==> config.mk <==
export PLATFORM = sky130hd
export DESIGN_NAME = fifo_wr_arbiter
export DESIGN_NICKNAME = d
export VERILOG_FILES = /design/src/rtl/fifo_wr_arbiter.sv
export SDC_FILE = /design/constraint.sdc
export NUM_CORES = 1
export LEC_CHECK = 0
export CAP_MARGIN = 20
export CORE_MARGIN = 3
export CORE_UTILIZATION = 42
export CTS_BUF_LIST = sky130_fd_sc_hd__clkbuf_4
export CTS_CLUSTER_SIZE = 14
export DETAILED_ROUTE_END_ITERATION = 16
export GPL_TIMING_DRIVEN = 0
export PLACE_DENSITY = 0.8
export SETUP_SLACK_MARGIN = 0.15
export SKIP_CTS_REPAIR_TIMING = 1
export SYNTH_ARGS = -nofsm -noshare
export SYNTH_HDL_FRONTEND = slang
export SYNTH_SLANG_ARGS = --single-unit
export TNS_END_PERCENT = 5
==> constraint.sdc <==
create_clock -name clk_i -period 1.9 [get_ports clk_i]
set_clock_uncertainty 0.2 [all_clocks]
set_input_delay 0.19 -clock clk_i [delete_from_list [all_inputs] [get_ports clk_i]]
set_output_delay 0.19 -clock clk_i [all_outputs]
set_load 0.1 [all_outputs]
==> src/rtl/fifo_wr_arbiter.sv <==
// ============================================================================
//  Module   : fifo_wr_arbiter
//  Purpose  : Round-robin arbiter sharing one FIFO write port among NREQ
//             valid/ready requesters. A granted requester gets a burst of
//             at most BURST_MAX words. No write is issued while the FIFO
//             reports full.
//  Ports    : clk_i         FIFO write clock
//             rst_n_i       asynchronous active-low reset
//             req_valid_i   per-requester valid            [NREQ]
//             req_data_i    per-requester data (k*WIDTH +: WIDTH)
//             req_ready_o   per-requester ready, at most one bit high
//             fifo_full_i   FIFO full flag
//             fifo_wr_en_o  FIFO write enable
//             fifo_wdata_o  FIFO write data
//             grant_o       one-hot current grant, zero while idle
//             grant_id_o    index of current / last granted requester
//             busy_o        high while a burst is in progress
//             stat_clr_i    (FIFO_WR_ARB_STATS_EN) synchronous counter clear
//             stat_cnt_o    (FIFO_WR_ARB_STATS_EN) 16-bit accepted-word count
//                           per requester, saturating
//  Options  : define FIFO_WR_ARB_STATS_EN to add the statistics counters.
//  Revision : 1.0 - initial release
// ============================================================================
`default_nettype none

module fifo_wr_arbiter #(
  parameter int NREQ      = 4,
  parameter int WIDTH     = 8,
  parameter int BURST_MAX = 4,
  parameter int IDW       = 2
) (
  input  logic                    clk_i,
  input  logic                    rst_n_i,
  input  logic [NREQ-1:0]         req_valid_i,
  input  logic [NREQ*WIDTH-1:0]   req_data_i,
  output logic [NREQ-1:0]         req_ready_o,
  input  logic                    fifo_full_i,
  output logic                    fifo_wr_en_o,
  output logic [WIDTH-1:0]        fifo_wdata_o,
  output logic [NREQ-1:0]         grant_o,
  output logic [IDW-1:0]          grant_id_o,
`ifdef FIFO_WR_ARB_STATS_EN
  input  logic                    stat_clr_i,
  output logic [NREQ*16-1:0]      stat_cnt_o,
`endif
  output logic                    busy_o
);

  typedef enum logic [0:0] {
    ST_IDLE  = 1'b0,
    ST_BURST = 1'b1
  } state_t;

  localparam logic [7:0]      c_last_beat = 8'(BURST_MAX - 1);
  localparam logic [IDW-1:0]  c_gid_rst   = IDW'(NREQ - 1);
  localparam logic [NREQ-1:0] c_one       = {{(NREQ-1){1'b0}}, 1'b1};

  state_t          r_state;
  logic [NREQ-1:0] r_grant;
  logic [IDW-1:0]  r_gid;
  logic [7:0]      r_cnt;

  logic            w_found;
  logic [IDW-1:0]  w_pick;
  logic            w_valid_g;
  logic [WIDTH-1:0] w_data_g;
  logic            w_busy;
  logic            w_wr_en;
  logic            w_last_beat;
  logic            w_went_idle;

  // Round-robin search starting just above r_gid: first scan the indices
  // above the last winner, then wrap and scan from 0 up to it.
  always_comb begin
    w_found = 1'b0;
    w_pick  = r_gid;
    for (int k = 0; k < NREQ; k++) begin
      if (!w_found && req_valid_i[k] && (IDW'(k) > r_gid)) begin
        w_found = 1'b1;
        w_pick  = IDW'(k);
      end
    end
    for (int k = 0; k < NREQ; k++) begin
      if (!w_found && req_valid_i[k] && (IDW'(k) <= r_gid)) begin
        w_found = 1'b1;
        w_pick  = IDW'(k);
      end
    end
  end

  // One-hot mux of the granted requester's valid and data.
  always_comb begin
    w_valid_g = 1'b0;
    w_data_g  = '0;
    for (int k = 0; k < NREQ; k++) begin
      if (r_grant[k]) begin
        w_valid_g = req_valid_i[k];
        w_data_g  = req_data_i[k*WIDTH +: WIDTH];
      end
    end
  end

  assign w_busy      = (r_state == ST_BURST);
  assign w_wr_en     = w_busy && w_valid_g && !fifo_full_i;
  assign w_last_beat = w_wr_en && (r_cnt == c_last_beat);
  // A dropped valid only ends the burst when the FIFO could have taken data.
  assign w_went_idle = !w_valid_g && !fifo_full_i;

  // Handshake outputs derive from the registered grant, so an asynchronous
  // reset clearing the grant drops ready and write enable at once.
  assign req_ready_o  = (w_busy && !fifo_full_i) ? r_grant : '0;
  assign fifo_wr_en_o = w_wr_en;
  assign fifo_wdata_o = w_wr_en ? w_data_g : '0;
  assign grant_o      = r_grant;
  assign grant_id_o   = r_gid;
  assign busy_o       = w_busy;

  always_ff @(posedge clk_i or negedge rst_n_i) begin
    if (!rst_n_i) begin
      r_state <= ST_IDLE;
      r_grant <= '0;
      r_gid   <= c_gid_rst;
      r_cnt   <= 8'd0;
    end else begin
      case (r_state)
        ST_IDLE: begin
          if (w_found) begin
            r_state <= ST_BURST;
            r_grant <= c_one << w_pick;
            r_gid   <= w_pick;
            r_cnt   <= 8'd0;
          end
        end
        ST_BURST: begin
          if (w_wr_en) begin
            r_cnt <= r_cnt + 8'd1;
          end
          if (w_last_beat || w_went_idle) begin
            r_state <= ST_IDLE;
            r_grant <= '0;
          end
        end
        default: begin
          r_state <= ST_IDLE;
          r_grant <= '0;
        end
      endcase
    end
  end

`ifdef FIFO_WR_ARB_STATS_EN
  for (genvar k = 0; k < NREQ; k++) begin : g_stats
    logic [15:0] r_stat;

    // Clear has priority over a coinciding transfer; count saturates.
    always_ff @(posedge clk_i or negedge rst_n_i) begin
      if (!rst_n_i) begin
        r_stat <= 16'd0;
      end else if (stat_clr_i) begin
        r_stat <= 16'd0;
      end else if (w_wr_en && r_grant[k] && (r_stat != 16'hFFFF)) begin
        r_stat <= r_stat + 16'd1;
      end
    end

    assign stat_cnt_o[k*16 +: 16] = r_stat;
  end
`endif

endmodule

`default_nettype wire
## Word level (Yosys, flattened, before mapping)

Index checks and enable logic that the tools add are counted.
Widths: inputs -> output; s select.

| word-level totals | value |
|---|---|
| bits in registers | 15 |
| bits of input ports | 39 |

| cells by class | value |
|---|---|
| multiplexer cells | 35 |
| shift operators | 1 |
| add/subtract/negate cells | 1 |
| eq/ne operators | 4 |
| reductions and logical operators | 33 |
| bitwise logic cells | 1 |
| $lt $le $gt $ge | 8 |

Operators by type and width:

| operator | count |
|---|---|
| $mux 8 | 7 |
| $logic_and 1x1->1 | 20 |
| $mux 2 | 8 |
| $pmux 8 s2 | 1 |
| $mux 1 | 14 |
| $mux 4 | 3 |
| $logic_not 1->1 | 9 |
| $add 8x1->8 const B | 1 |
| $eq 8x2->1 const B | 1 |
| $pmux 4 s2 | 1 |
| $reduce_and 2->1 | 3 |
| $gt 1x2->1 const A | 2 |
| $gt 2x2->1 const A | 2 |
| $le 1x2->1 const A | 2 |
| $le 2x2->1 const A | 2 |
| $ne 2x1->1 const B | 2 |
| $shl 1x2->4 const A | 1 |
| $ne 2x2->1 const B | 1 |
| $pmux 1 s2 | 1 |
| $logic_or 1x1->1 | 1 |
| $not 1->1 | 1 |

## Logic depth before layout (Yosys ltp)

Gate-level depths: netlist of the first run.

| logic depth | value |
|---|---|
| depth after elaboration | 34 |
| mapped depth | 6 |
| mapped depth without buffers | 5 |

## Worst setup path after synthesis of the first run

OpenSTA, ideal clock, no wires.

| timing | value |
|---|---|
| path type | flip-flop to output port |
| start point | reg r_grant[3], in the netlist grant_o[3] |
| end point | out fifo_wdata_o[0] |
| cell stages (with the launch flop) | 7 |
| path slack | -1.936 ns |
| data arrival time | 3.446 ns |
| cells stage by stage | dfrtp_1 > buf_4 > nor3b_1 > a211oi_2 > nand2_2 > buf_4 > a21oi_1 |

| between the ends | value |
|---|---|
| longest elaborated chain between the ends | 4 |
| elaborated cells between the ends (all ways) | 5 |
| classes of those cells | mux (3); reduce/logical (2) |

RTL lines:

| what | RTL line | text |
|---|---|---|
| start: declaration | 59 | `logic [NREQ-1:0] r_grant;` |
| start signal: assignment | 129 | `r_grant <= c_one << w_pick;` |
| $mux 1 | 96 | `if (r_grant[k]) begin` |
| $logic_and 1x1->1 (2 in a row) | 104 | `assign w_wr_en = w_busy && w_valid_g && !fifo_full_i;` |
| $mux 8 (*) | 113 | `assign fifo_wdata_o = w_wr_en ? w_data_g : '0;` |
| end: declaration | 39 | `output logic [WIDTH-1:0] fifo_wdata_o,` |

Every way passes the cells marked *; elsewhere a longest branch is shown, timed or not.

## Final worst setup path of the first run

| timing | value |
|---|---|
| start point | reg r_grant[1], in the netlist grant_o[1] |
| end point | out fifo_wdata_o[4] |

| between the ends | value |
|---|---|
| longest elaborated chain between the ends | 6 |
| elaborated cells between the ends (all ways) | 9 |
| classes of those cells | mux (7); reduce/logical (2) |

RTL lines:

| what | RTL line |
|---|---|
| $mux 1 (3 in a row) | 96 |
| $logic_and 1x1->1 (2 in a row) | 104 |
| $mux 8 (*) | 113 |

Marks and branches as above.

==> results.toml, run 1 <==
[final_layout]
final_nets = 256
n_antenna_cell = 0
nFillCells = 172
stdcell_area_mm2 = 0.00213
drive_gt1_share_pct = 25.6
fin_cells = 245
synthToLayoutAreaGrowth_pct = 78.5

[yosys]
synth_cell_types = 39
ys_async_sr_fraction_pct = 100
synth_flop_cell = "dfrtp_1"
synth_top_area_cell = "dfrtp_1"
ys_top_cells_by_area = "dfrtp_1, a211o_1, nand2_1"
synth_fp_nets = 189
synthSimpleGateAreaFrac_pct = 24.0
synth.top_cell.area_share_pct = 27.3
synthAdderAreaFrac_pct = 1.05
synth_enable_flop_cells = 0
synth_most_common_cell = "nand2_1"
yosys_warnings = 0
synthMuxAreaShare_pct = 3.36
ys_seq_area_share_pct = 31.7
yosys-top-cells-count = "nand2_1, inv_1, dfrtp_1"
syn_inst = 149
synth_xor_area_share_pct = 0
avgSynthCellArea_um2 = 8.00
syn-cell-area_mm2 = 0.00119
ys_ff_latch = 15
synth_top_family_by_area = "compound AO/OA/AOI/OAI gates"
synth-compound-area-share_pct = 30.4

[drt]
drt-total-wl_mm = 4.11
first_pass_iters = 4
drtIter0Drc = 124
ant_nets = 0
vias = 1416
vias_per_cell = 5.78
drcViolationCount = 0
wire_per_inst_um = 16.8

[place]
portBuffers = 58
dp_hpwl_mm = 3.17
place_area_mm2 = 0.00195
gp_congestion = 0.889
dp.cells = 237

[setup_path]
critPathRequiredTime_ps = 1510
path_buf_inv = 2
rrSetupSlack_ps = -250
worstSetupPathType = "flop to output pin"
critPathMostFrequentCell = "buf_12"
slowest_delay_ps = 510
cp-end-kind = "output pin"
cp-start-kind = "flop"
path_max_fanout = 10
crit_chain = "nand3b_1 -> a211oi_4 -> nand2_4 -> buf_12 -> a21oi_4 -> buf_12"
crit_arrival_ps = 2170
crit_family = "compound AO/OA/AOI/OAI gates"
cpMaxStageDelayCell = "dfrtp_4"

[timing]
min_period_over_period_pct = 135
finalSetupViolations = 25
hold_viol_final = 0
relSlewSlack_pct = 34.8
drv_slew = 0
fin_tns_setup_ps = -7620
rsz0062_at_grt = "yes"
worstMarginPinSlew_ps = 976
hold_slack_ps = 80.4
fmax_mhz = 390
fin_ws_ps = -661
fin_crit_ps = 2560

[power_and_ir_drop]
p_total_mw = 3.35
powerDensity_mw_per_mm2 = 1570
power_leakage_nw = 0.869
vdd_drop_max_mv = 1.44

[floorplanning]
core_area_mm2 = 0.00259
initial_core_util_pct = 46.0
dieHeight_um = 59.3
die_area_mm2 = 0.00351
row_count = 18
pin_count = 59
die_x_um = 59.3

[global_routing]
grtUsageTotal_pct = 23.7
grt_max_degree = 16
antenna_found_initial = 0
grt_pass1_vias = 1370
grt-ovfl-total = 0
grt_pass1_wl_mm = 6.44

[cts]
numClockSinks = 15
cts_made_buffers = 3
cts_tree = "built"
h-tree-depth = 1
cts.clk_slew.worst_paths_ps = 110
clock_path_buffers = 2
clock_latency_ps = 300
clock-root-buffer = "clkbuf_4"

[outcome]
violations = "setup timing"
outcome = "finished with violations"

[job]
cap_violations = 0

[worst_hold_path]
hold_class = "primary input to asynchronous set/reset pin"
-- final timing paths --
kind | from | endpoint | cells after the start
min reg2reg | r_cnt[0]$_DFFE_PN0P_ | r_cnt[0]$_DFFE_PN0P_ | 1
max reg2reg | grant_o[1]$_DFFE_PN0P_ | r_cnt[3]$_DFFE_PN0P_ | 5
max | grant_o[1]$_DFFE_PN0P_ | fifo_wdata_o[4] | 6
min in group clk_i | req_valid_i[2] | busy_o$_DFF_PN0_ | 4
max in group asynchronous | rst_n_i | grant_o[3]$_DFFE_PN0P_ | 1
min | rst_n_i | r_cnt[3]$_DFFE_PN0P_ | 1
-- kinds of logic after synthesis --
family,Yosys count
flip-flops,15
adder cells (fa/ha/maj),1
AO/OA/AOI/OAI,48
multiplexers,4
buffers and inverters,25
AND/OR/NAND/NOR,56
-- metal layers --
layer  GRT usage, %  part of all wire (%)  vias up
met3           4.14                   5.4       10
li1               -                     -      680
met1           30.8                    40      678
met2           39.5                    53       48
met4           8.41                   2.0        0
met5              0                     0        -
-- placed cells by master, fill, tap and decap left out, types with 4 or more instances in the layout --
master / netlist / final
inv_1: 16 / 15
o21ai_0: 4 / 4
mux2i_1: 4 / 4
a221oi_1: 8 / 8
o221ai_1: 5 / 5
and2_1: 4 / 4
nand3_1: 5 / 5
buf_12: 0 / 12
buf_4: 3 / 7
a211o_1: 9 / 9
nand2_1: 20 / 20
dfrtp_4: 0 / 4
a21oi_4: 0 / 8
nor2_1: 5 / 5
clkdlybuf4s50_1: 0 / 37
dfrtp_1: 13 / 8
clkbuf_2: 0 / 4
clkbuf_4: 0 / 8
-- power breakdown --
group	total, mW	internal [mW]	leakage (nW)	switching [mW]
Combinational	2.60	0.877	0.667	1.73
Clock	0.200	0.0802	0.0139	0.120
Sequential	0.544	0.441	0.188	0.104
-- state kept, by name (all words and copies together) (netlist names) --
name,cells
grant_o,4
grant_id_o,2
r_cnt,8
busy_o,1
-- worst register-to-register path, cell delays in order (launching register included) --
cell      delay, ps
dfrtp_4         510
nand3b_1        250
buf_4           180
a211o_1         330
or4_1           510
o221ai_1         90
-- final cells by class --
| type | instances | area [um^2] | share of cell area [%] |
|---|---|---|---|
| Inverter | 16 | 63.8 | 3.00 |
| Buffer | 9 | 73.8 | 3.47 |
| Tap cell | 30 | 37.5 | 1.76 |
| Clock inverter | 1 | 7.51 | 0.353 |
| Clock buffer | 3 | 22.5 | 1.06 |
| Sequential cell | 15 | 394 | 18.5 |
| Multi-Input combinational cell | 109 | 826 | 38.8 |
| Timing Repair Buffer | 62 | 703 | 33.0 |
-- per-stage QoR --
| stage | util, % | setup WS (ps) |
|---|---|---|
| 2_1_floorplan | - | -587 |
| 3_3_place_gp | 75.4 | -1490 |
| 3_5_place_dp | 75.4 | -1530 |
| 4_1_cts | 76.5 | -1660 |
| 5_1_grt | 82.2 | -760 |
| 6_report | 82.2 | -661 |
Power figures use the tool's default switching activity.
==> inputs of run 2 (changes only) <==
- CORE_UTILIZATION: 42 -> 40
- CTS_BUF_LIST: sky130_fd_sc_hd__clkbuf_4 -> default
- PLACE_DENSITY: 0.8 -> 0.77
==> run 2 against run 1 <==
The run still ends with setup timing left. Core utilization fell by 6.1 points. Routed wire length fell by 4.4%. Die area rose by 4.5%. Critical endpoint is now fifo_wdata_o[5]. First-iteration DRC count rose by 1.6%. Total power fell by 1.5%. Highest routed layer unchanged. Sequential power fell by 0.9%. Clock power fell by 10%. Sequential cell count did not move.
==> results.toml, run 2 (synthesis gave the netlist of run 1 again) <==
[final_layout]
stdcell_area_mm2 = 0.00213
layout_common_cells = "clkdlybuf4s50_1, nand2_1, inv_1, buf_12, a211o_1"
nFillCells = 223
synthToLayoutAreaGrowth_pct = 78.9
final_common_cell = "clkdlybuf4s50_1"
n_antenna_cell = 0
largest_register_ffs = 8
drive_gt1_share_pct = 26.4
top_register = "r_cnt"
final_util_pct = 76.0
final_nets = 257

[setup_path]
endpoint = "fifo_wdata_o[5]"
path_max_fanout = 10
rrSetupSlack_ps = -70
worstSetupPathType = "flop to output pin"
timing.rr.start = "grant_o[1]$_DFFE_PN0P_"
cp-start-kind = "flop"
slowest_delay_ps = 500
crit_chain = "nand3b_1 -> a211oi_4 -> nand2_4 -> buf_12 -> a21oi_4 -> buf_12"
cpMaxStageDelayCell = "dfrtp_4"
critPathRequiredTime_ps = 1510
reg2reg_depth = 4
crit_start = "grant_o[1]$_DFFE_PN0P_"
worstReg2RegEnd = "grant_o[0]$_DFFE_PN0P_"
crit_arrival_ps = 2060
critPathMostFrequentCell = "buf_12"
cp-end-kind = "output pin"

[drt]
wire_per_inst_um = 15.9
drcViolationCount = 0
drt-total-wl_mm = 3.93
vias_per_cell = 5.68
ant_nets = 0
drtIter0Drc = 126
first_pass_iters = 4
vias = 1402

[timing]
fin_crit_ps = 2450
fmax_mhz = 408
rsz0062_at_grt = "yes"
min_period_over_period_pct = 129
fin_ws_ps = -551
worstMarginPinSlew_ps = 969
finalSetupViolations = 17
hold_slack_ps = 109
drv_slew = 0
hold_viol_final = 0
fin_tns_setup_ps = -5240
relSlewSlack_pct = 35.3

[cts]
cts.clk_slew.worst_paths_ps = 90
clock-root-buffer = "clkbuf_4"
numClockSinks = 15
cts_tree = "built"
h-tree-depth = 1
clock_path_buffers = 2
cts_made_buffers = 3
clock_latency_ps = 280

[floorplanning]
dieHeight_um = 60.6
row_count = 19
die_x_um = 60.6
die_area_mm2 = 0.00367
initial_core_util_pct = 42.5
pin_count = 59
core_area_mm2 = 0.00281

[place]
dp_hpwl_mm = 3.01
pre_cts_slack_ps = -1510
gp_congestion = 0.864
portBuffers = 58
place_area_mm2 = 0.00195

[power_and_ir_drop]
powerDensity_mw_per_mm2 = 1550
power_leakage_nw = 0.894
vdd_drop_max_mv = 0.924

[worst_hold_path]
hold_class = "primary input to asynchronous set/reset pin"

[outcome]
outcome = "finished with violations"
violations = "setup timing"

[global_routing]
grtUsageTotal_pct = 20.4
grt-ovfl-total = 0
antenna_found_initial = 0
grt_max_degree = 16
grt_pass1_wl_mm = 5.75
grt_pass1_vias = 1267

[job]
cap_violations = 0
## run 2: worst min path at each step
stage / start / to / slack, ps / depth (start not counted)
after floorplan: rst_n_i / busy_o$_DFF_PN0_ / -310 / 0
after detailed placement: r_cnt[0]$_DFFE_PN0P_ / r_cnt[0]$_DFFE_PN0P_ / 300 / 1
after global routing: rst_n_i / grant_o[0]$_DFFE_PN0P_ / 130 / 1
final: rst_n_i / r_cnt[7]$_DFFE_PN0P_ / 110 / 1
after global placement: r_cnt[0]$_DFFE_PN0P_ / r_cnt[0]$_DFFE_PN0P_ / 300 / 1
after CTS: rst_n_i / r_cnt[7]$_DFFE_PN0P_ / 130 / 1
## run 2: layer usage
layer | share of wire [%] | GRT usage (%) | up-vias
li1 | - | - | 686
met1 | 42 | 29.9 | 663
met3 | 4.8 | 3.19 | 8
met4 | 0.87 | 5.26 | 0
met5 | 0 | 0 | -
met2 | 53 | 31.3 | 45
## run 2: critical path, delay by kind of cell (launching register included)
family                 cells  cell delay, ps
AO/OA/AOI/OAI              2             570
flip-flops                 1             500
buffers and inverters      2             370
AND/OR/NAND/NOR            2             350
## run 2: cell type report
cell class / instances / area, um^2 / share of cell area [%]
inverter: 16 / 63.8 / 2.99
clock buffer: 3 / 22.5 / 1.06
sequential: 15 / 394 / 18.5
clock inverter: 1 / 5.00 / 0.235
tap: 31 / 38.8 / 1.82
multi-input combinational: 109 / 822 / 38.5
timing repair buffer: 63 / 712 / 33.4
buffer: 9 / 75.1 / 3.52
## run 2: per-stage QoR
stage                     cells  total power [mW]
after floorplan             149              2.40
after global placement      238              2.90
after detailed placement    238              2.94
after CTS                   242              3.12
after global routing        247              3.48
final                       247              3.30
## run 2: where the power goes
part	leakage [nW]	internal [mW]	switching (mW)
sequential	0.188	0.441	0.0979
combinational	0.688	0.877	1.70
clock	0.0177	0.0780	0.102
total	0.894	1.40	1.90
==> inputs of run 3 (changes only) <==
- CORE_ASPECT_RATIO: default -> 1.1
- CORE_UTILIZATION: 40 -> 35
- PLACE_DENSITY: 0.77 -> 0.68
- TNS_END_PERCENT: 5 -> 50
==> run 3 against run 2 <==
The run still ends with setup timing left. Critical path depth unchanged. Non-clock buffer count up 6. Final area up 6.1%. Largest cell class is now buffers.
==> results.toml, run 3 (synthesis gave the netlist of run 1 again) <==
[place]
portBuffers = 58
gp_congestion = 0.789
dp_hpwl_mm = 3.11
place_area_mm2 = 0.00198

[timing]
relSlewSlack_pct = 35.0
hold_viol_final = 0
finalSetupViolations = 23
worstMarginPinSlew_ps = 973
fin_ws_ps = -583
fin_tns_setup_ps = -6280
fin_crit_ps = 2480
drv_slew = 0
fmax_mhz = 403
min_period_over_period_pct = 131
rsz0062_at_grt = "yes"

[setup_path]
reg2reg_depth = 5
cp-end-kind = "output pin"
worstSetupPathType = "flop to output pin"
rrSetupSlack_ps = -170
worstReg2RegEnd = "r_cnt[4]$_DFFE_PN0P_"
timing.rr.start = "grant_o[1]$_DFFE_PN0P_"
cp-start-kind = "flop"
path_max_fanout = 10
critPathRequiredTime_ps = 1510
crit_arrival_ps = 2090

[cts]
cts_made_buffers = 3
h-tree-depth = 1
cts.clk_slew.worst_paths_ps = 90
clock_latency_ps = 280
numClockSinks = 15
clock_path_buffers = 2
clock-root-buffer = "clkbuf_4"
cts_tree = "built"

[global_routing]
grtUsageTotal_pct = 18.8
grt-ovfl-total = 0
grt_pass1_wl_mm = 5.89
antenna_found_initial = 0
grt_max_degree = 16
grt_pass1_vias = 1284

[floorplanning]
row_count = 21
dieHeight_um = 67.2
core_area_mm2 = 0.00315
pin_count = 59
die_x_um = 61.7
initial_core_util_pct = 37.8
die_area_mm2 = 0.00414

[drt]
ant_nets = 0
drt-total-wl_mm = 4.22
drcViolationCount = 0
wire_per_inst_um = 16.5
vias = 1445
first_pass_iters = 4
vias_per_cell = 5.64
drtIter0Drc = 73

[worst_hold_path]
hold_class = "primary input to asynchronous set/reset pin"

[power_and_ir_drop]
power_leakage_nw = 0.911
vdd_drop_max_mv = 0.848
powerDensity_mw_per_mm2 = 1580
p_total_mw = 3.57

[final_layout]
final_util_pct = 71.8
largest_register_ffs = 8
stdcell_area_mm2 = 0.00226
final_common_cell = "clkdlybuf4s50_1"
layout_common_cells = "clkdlybuf4s50_1, nand2_1, inv_1, buf_12, buf_4"
final_nets = 263
n_antenna_cell = 0
drive_gt1_share_pct = 31.1
synthToLayoutAreaGrowth_pct = 89.8
top_register = "r_cnt"

[outcome]
violations = "setup timing"
outcome = "finished with violations"

[job]
cap_violations = 0
[run 3: worst max path at each step]
stage / endpoint / start
after floorplan: fifo_wdata_o[0] / grant_o[1]$_DFFE_PN0P_
after global placement: fifo_wdata_o[4] / req_valid_i[3]
after detailed placement: fifo_wdata_o[4] / req_valid_i[3]
after CTS: fifo_wdata_o[4] / grant_o[1]$_DFFE_PN0P_
after global routing: fifo_wdata_o[7] / grant_o[1]$_DFFE_PN0P_
final: fifo_wdata_o[7] / grant_o[1]$_DFFE_PN0P_
[run 3: area by class of cell]
type | count | area, um^2
tap | 34 | 42.5
fill | 229 | 890
timing repair buffer | 69 | 776
inverter | 16 | 63.8
buffer | 9 | 92.6
sequential | 15 | 397
clock buffer | 4 | 26.3
multi-input combinational | 109 | 866
[run 3: critical path, stage by stage (launching register included)]
cell	delay [ps]
dfrtp_4	500
nand3b_1	240
a211oi_4	420
nand2_4	120
buf_12	180
a21oi_4	150
buf_12	190
[run 3: metrics by stage]
stage / hold WS (ps) / instances / setup WS [ps]
floorplan: -306 / 149 / -587
global placement: 294 / 241 / -1530
detailed placement: 306 / 241 / -1570
CTS: 125 / 245 / -1670
global route: 142 / 256 / -635
finish: 117 / 256 / -583
[run 3: per-layer routing]
layer	track usage, %	part of all wire [%]	vias to the layer above
li1	-	-	696
met1	23.5	40	688
met2	33.6	52	57
met3	1.91	6.7	4
met4	4.77	0.54	0
met5	0	0	-
[run 3: power breakdown]
part / leakage, nW / switching [mW] / internal (mW)
combinational: 0.708 / 1.78 / 1.05
sequential: 0.188 / 0.104 / 0.444
clock: 0.0150 / 0.102 / 0.0815
total: 0.911 / 1.99 / 1.58
